$ cat src/rtl/pipe_stage_reg.sv
// pipe_stage_reg: generic inter-stage pipeline register for the RISC-V core.
// Carries a data bundle and a control bundle with a valid/ready handshake,
// optional two-entry skid buffering, synchronous flush, stall hold and
// saturating bubble/stall statistics counters.
module pipe_stage_reg #(
    parameter int DATA_W = 256,
    parameter int CTRL_W = 8,
    parameter int SKID   = 1,
    parameter int CNT_W  = 16
) (
    input  logic              clk,
    input  logic              rst_n,
    input  logic              in_valid_i,
    output logic              in_ready_o,
    input  logic [DATA_W-1:0] in_data_i,
    input  logic [CTRL_W-1:0] in_ctrl_i,
    output logic              out_valid_o,
    input  logic              out_ready_i,
    output logic [DATA_W-1:0] out_data_o,
    output logic [CTRL_W-1:0] out_ctrl_o,
    input  logic              stall_i,
    input  logic              flush_i,
    input  logic              clr_stats_i,
    output logic [CNT_W-1:0]  bubble_cnt_o,
    output logic [CNT_W-1:0]  stall_cnt_o
);

    // Main entry (drives the outputs)
    logic              mValid_q, mValid_d;
    logic [DATA_W-1:0] mData_q,  mData_d;
    logic [CTRL_W-1:0] mCtrl_q,  mCtrl_d;

    // Skid entry (only ever filled when SKID is enabled)
    logic              sValid_q, sValid_d;
    logic [DATA_W-1:0] sData_q,  sData_d;
    logic [CTRL_W-1:0] sCtrl_q,  sCtrl_d;

    // Statistics counters
    logic [CNT_W-1:0]  bubbleCnt_q, bubbleCnt_d;
    logic [CNT_W-1:0]  stallCnt_q,  stallCnt_d;

    logic inFire;
    logic outFire;

    // A stall looks exactly like downstream back-pressure.
    assign outFire = mValid_q & out_ready_i & ~stall_i;

    // With the skid entry, in_ready comes straight from a flop so there is no
    // combinational path from out_ready/stall back upstream.
    assign in_ready_o = (SKID != 0) ? ~sValid_q : (~mValid_q | outFire);
    assign inFire     = in_valid_i & in_ready_o;

    assign out_valid_o  = mValid_q;
    assign out_data_o   = mData_q;
    assign out_ctrl_o   = mValid_q ? mCtrl_q : '0;
    assign bubble_cnt_o = bubbleCnt_q;
    assign stall_cnt_o  = stallCnt_q;

    // Entry next-state: flush wins, then FIFO-ordered move/load/clear.
    always_comb begin
        mValid_d = mValid_q;
        mData_d  = mData_q;
        mCtrl_d  = mCtrl_q;
        sValid_d = sValid_q;
        sData_d  = sData_q;
        sCtrl_d  = sCtrl_q;

        if (flush_i) begin
            mValid_d = 1'b0;
            mCtrl_d  = '0;
            sValid_d = 1'b0;
            sCtrl_d  = '0;
        end else if (SKID != 0) begin
            if (!mValid_q) begin
                if (inFire) begin
                    mValid_d = 1'b1;
                    mData_d  = in_data_i;
                    mCtrl_d  = in_ctrl_i;
                end
            end else if (outFire) begin
                if (sValid_q) begin
                    mValid_d = 1'b1;
                    mData_d  = sData_q;
                    mCtrl_d  = sCtrl_q;
                    sValid_d = 1'b0;
                    sCtrl_d  = '0;
                end else if (inFire) begin
                    mValid_d = 1'b1;
                    mData_d  = in_data_i;
                    mCtrl_d  = in_ctrl_i;
                end else begin
                    mValid_d = 1'b0;
                    mCtrl_d  = '0;
                end
            end else if (!sValid_q && inFire) begin
                sValid_d = 1'b1;
                sData_d  = in_data_i;
                sCtrl_d  = in_ctrl_i;
            end
        end else begin
            if (inFire) begin
                mValid_d = 1'b1;
                mData_d  = in_data_i;
                mCtrl_d  = in_ctrl_i;
            end else if (outFire) begin
                mValid_d = 1'b0;
                mCtrl_d  = '0;
            end
        end
    end

    // Counter next-state: clear beats increment, both saturate at all-ones.
    always_comb begin
        bubbleCnt_d = bubbleCnt_q;
        stallCnt_d  = stallCnt_q;
        if (clr_stats_i) begin
            bubbleCnt_d = '0;
            stallCnt_d  = '0;
        end else begin
            if (!mValid_q && (bubbleCnt_q != {CNT_W{1'b1}})) begin
                bubbleCnt_d = bubbleCnt_q + CNT_W'(1);
            end
            if (mValid_q && !outFire && (stallCnt_q != {CNT_W{1'b1}})) begin
                stallCnt_d = stallCnt_q + CNT_W'(1);
            end
        end
    end

    // State registers, cleared asynchronously so a reset drops all beats at once.
    always_ff @(posedge clk or negedge rst_n) begin
        if (!rst_n) begin
            mValid_q    <= 1'b0;
            mData_q     <= '0;
            mCtrl_q     <= '0;
            sValid_q    <= 1'b0;
            sData_q     <= '0;
            sCtrl_q     <= '0;
            bubbleCnt_q <= '0;
            stallCnt_q  <= '0;
        end else begin
            mValid_q    <= mValid_d;
            mData_q     <= mData_d;
            mCtrl_q     <= mCtrl_d;
            sValid_q    <= sValid_d;
            sData_q     <= sData_d;
            sCtrl_q     <= sCtrl_d;
            bubbleCnt_q <= bubbleCnt_d;
            stallCnt_q  <= stallCnt_d;
        end
    end

endmodule

$ cat config.mk
export PLATFORM = sky130hd
export DESIGN_NAME = pipe_stage_reg
export DESIGN_NICKNAME = d
export VERILOG_FILES = /design/src/rtl/pipe_stage_reg.sv
export SDC_FILE = /design/constraint.sdc
export NUM_CORES = 1
export LEC_CHECK = 0
export BUFFER_PORTS_ARGS = -buffer_cell sky130_fd_sc_hd__clkbuf_2
export CORE_AREA = 2 2 221 223
export CTS_BUF_LIST = sky130_fd_sc_hd__clkbuf_8
export CTS_CLUSTER_DIAMETER = 150
export DETAILED_ROUTE_END_ITERATION = 16
export DIE_AREA = 0 0 223 225
export PLACE_DENSITY = 0.73
export SETUP_SLACK_MARGIN = 0.2
export SKIP_CTS_REPAIR_TIMING = 1
export SYNTH_ARGS = -nofsm -noshare
export SYNTH_HDL_FRONTEND = slang
export SYNTH_SLANG_ARGS = --single-unit
$ cat constraint.sdc
create_clock -name clk -period 2.8 [get_ports clk]
set_clock_uncertainty 0.1 [all_clocks]
set_input_delay 0.28 -clock clk [delete_from_list [all_inputs] [get_ports clk]]
set_output_delay 0.28 -clock clk [all_outputs]
set_load 0.05 [all_outputs]
==> impl_results.md <==
* Status: finished clean
* Crit-path slowest cell: a221oi_4
* Total Nets Final at 3069
* Max Fclk at 430 MHz
* Pre-CTS WS at around 0.27 ns
* Worst EP required at 3.29 ns
* Area occupied by multi-input gates at 0.00818 mm²
* Total CTS buffers at 92
* Cell Chain, Critical Path: buf_4, nand2_4, a221oi_4, buf_12, buf_4, nor2_1, a21oi_1
* Vias in the first global route at 18.6k
* Placed Cells at 3050
* Clock Path Buffers at 3
* Fraction of the cycle the final worst path needs at 83.0%
* Gpl congestion at 0.883
* CP max stage delay at 0.39 ns
* DR iter-0 viols at between 1k and 1.5k
* Maxcap violations at 0
* VDD IR max at 0.000540 V
* RSZ-0062 raised after global routing: no
* Clock power frac at 28.7%
* Die Height at 225 µm
* Layout Cells excl Fill at 3499
* Avg WL per Cell at about 21 µm
* Tmin final at ~2.3 ns
* Crit path kind: flop to flop
* Pwr dens at 850 mW/mm²
* Worst slew pin tran at roughly 0.82 ns
* Fillers at 3340
* Vias at approximately 20k
* Setup-failing EPs final at 0
* Initial core utilization at 48.5%
* Netlist cell types at 42
* Worst path bufs/invs at 3
* Fin. Hold Viols at 0
* Layout cells sized above 1 at 34.8%
* Initial antenna violation count at 7
* Worst setup SP type: flop
* Die ar. at between 0.05 and 0.06 mm²
* CP delay by family, top: buffers and inverters
* Clock root buffer: clkbuf_8
* CTS H-tree lvls at 3
* Cell Area, Synth at 0.0230 mm²
* Max transition margin at 45.2%
* Crit path max fanout at 35
* Register share of total power at roughly 43%
* Post-route DRC violation count at 0
* Detailed placement HPWL at 42900 µm
* Most used cell, CP: buf_4
* Io pins at 569
* LEAKAGE at 14.3 nW
* GRT overflow at 0
* Core Area at 0.0475 mm²
* Gate Count Post-Synth at 1977
* Switch share at 37.0%
* Gate power share at 28.8%
* Largest net degree at the start of global routing at 148
* Row cnt at 80
* Remaining antenna violation count at 0
* Core Util, Final at 65.7%
* Slew Limit Fails at 0
* CTS tree: built
* Port bufs at 568
* Die width at roughly 220 µm
* Yosys warns at 0
* Top_reg_cell synth: dfrtp_1
* Async S/R FF share, synth at 100%
* Internal Pwr Total at 16.7 mW
* Post-synth EDFFs at 0
* Hold WC Path Type: input pin to flop
* Worst skew pair latency at about 0.69 ns
* Clock Sinks at ~560
* TritonRoute pass-1 iters at 6
* Sw Pwr at slightly below 10 mW
* Final wirelength at 72300 µm
* Register Area at 0.0141 mm²
* First-pass GRT wire length at approximately 100000 µm
* Crit path DAT at 2.82 ns
* Final setup margin at 0.476 ns
* Synth Area per Inst at 11.7 µm²
* Vias/cell at 5.72
* Gr usage total at around a quarter
* Clock Pin Slew Worst Setup and Hold Paths at 0.06 ns
* Syn nets at 2250
* Crit end category: flop
* Setup TNS Final at 0 ns
* Synth-to-Final Area Change at 35.6%
* Post-synthesis register bit count at 562
* Seq/Total Area, Yosys at 61.0%
cells by family after synthesis:
kind of cell	after synthesis	synth area share (%)
compound gates	578	14.4
fa+ha+maj	2	0.109
buf+inv	171	3.73
flops	562	61.0
mux	272	13.2
simple gates	392	7.51
layout by cell type, fill, tap and decap left out, types with 19 or more instances in the layout:
cell type        n
buf_12          21
buf_4           26
mux2_1          37
nor2_1         269
o31ai_1         19
clkbuf_2       567
nand3_1         19
clkbuf_8       129
nand2_1         22
o22ai_1        256
a21oi_1        276
inv_1           36
dlygate4sd3_1  266
dfrtp_1        562
mux2_2         225
flip-flops by register name, indices dropped and copies added, names as in the netlist:
signal	count
bubble_cnt_o	16
mCtrl_q	8
out_data_o	256
out_valid_o	1
sCtrl_q	8
sData_q	256
sValid_q	1
stall_cnt_o	16
Yosys cell counts (2+ instances only):
library cell / number / share of area, %
a21oi_1: 276 / 6.0
nor2b_1: 9 / 0.24
nand4_1: 10 / 0.27
inv_1: 14 / 0.23
a22oi_1: 8 / 0.26
o41ai_1: 2 / 0.076
and4_1: 5 / 0.19
clkbuf_1: 95 / 1.5
nand2_1: 23 / 0.37
nand2b_1: 4 / 0.11
or3_1: 8 / 0.22
buf_6: 23 / 1.1
buf_1: 5 / 0.081
o31ai_1: 19 / 0.62
nor2_1: 270 / 4.4
mux2i_1: 10 / 0.43
and2_1: 10 / 0.27
a211oi_1: 2 / 0.065
ha_1: 2 / 0.11
nor3b_1: 2 / 0.065
dfrtp_1: 562 / 61
nand3_1: 19 / 0.41
nor3_1: 7 / 0.15
nor4b_1: 2 / 0.076
a31oi_1: 2 / 0.054
nor4_1: 5 / 0.14
o21ai_0: 8 / 0.17
mux2_2: 225 / 11
a41oi_1: 2 / 0.076
mux2_1: 37 / 1.8
buf_2: 33 / 0.72
or4_1: 11 / 0.36
and3_1: 3 / 0.081
o22ai_1: 256 / 6.9
routing by layer:
metal  track usage, %  up-vias  part of all wire [%]
met2             40.4      937                    50
li1                 -     8883                     -
met5                0        -                     0
met1             31.3     9939                    39
met4             12.4        0                   4.4
met3             8.03      251                   7.4
power groups by stage:
stage | Combinational (mW) | Sequential [mW] | Clock (mW)
6_report | 7.65 | 11.3 | 7.63
5_1_grt | 8.05 | 11.5 | 8.13
4_1_cts | 7.26 | 11.2 | 7.71
3_5_place_dp | 7.25 | 11.3 | 0
3_3_place_gp | 7.06 | 11.2 | 0
2_1_floorplan | 2.32 | 14.0 | 0
worst paths after layout:
check | start | to | slack (ns) | cells past startpoint
min in group asynchronous | rst_n | out_data_o[196]$_DFFE_PN0P_ | 0.11 | 2
hold / removal | out_ready_i | out_valid_o$_DFF_PN0_ | 0.03 | 4
hold reg to reg | sData_q[41]$_DFFE_PN0P_ | sData_q[41]$_DFFE_PN0P_ | 0.39 | 1
setup / recovery | out_valid_o$_DFF_PN0_ | out_data_o[172]$_DFFE_PN0P_ | 0.48 | 7
max in group asynchronous | rst_n | out_data_o[132]$_DFFE_PN0P_ | 1.55 | 4
setup reg to reg | out_valid_o$_DFF_PN0_ | out_data_o[172]$_DFFE_PN0P_ | 0.48 | 7
stage by stage:
step                cell area [µm²]  power (mW)  hold WS [ns]
global route                  31200        27.6        0.0173
finish                        31200        26.6        0.0339
detailed placement            26500        18.5         0.245
floorplan                     23000        16.3        -0.116
global placement              26500        18.2         0.234
CTS                           28500        26.2        -0.517
worst reg2reg max path: stages, from the launching register on:
cell and delay, ns:
dfrtp_1 0.35, buf_4 0.32, nand2_4 0.14, a221oi_4 0.39, buf_12 0.26, buf_4 0.37
nor2_1 0.12, a21oi_1 0.18
layout make-up:
| class | count | area share, % |
|---|---|---|
| repair buffers | 881 | 19.6 |
| diodes | 12 | 0.0961 |
| multi-input cells | 1245 | 26.2 |
| inverters | 14 | 0.168 |
| well taps | 615 | 2.46 |
| flip-flops and latches | 562 | 45.0 |
| clock inverters | 41 | 0.761 |
| clock buffers | 129 | 5.68 |
No activity file was read; power rests on OpenSTA's default activity.
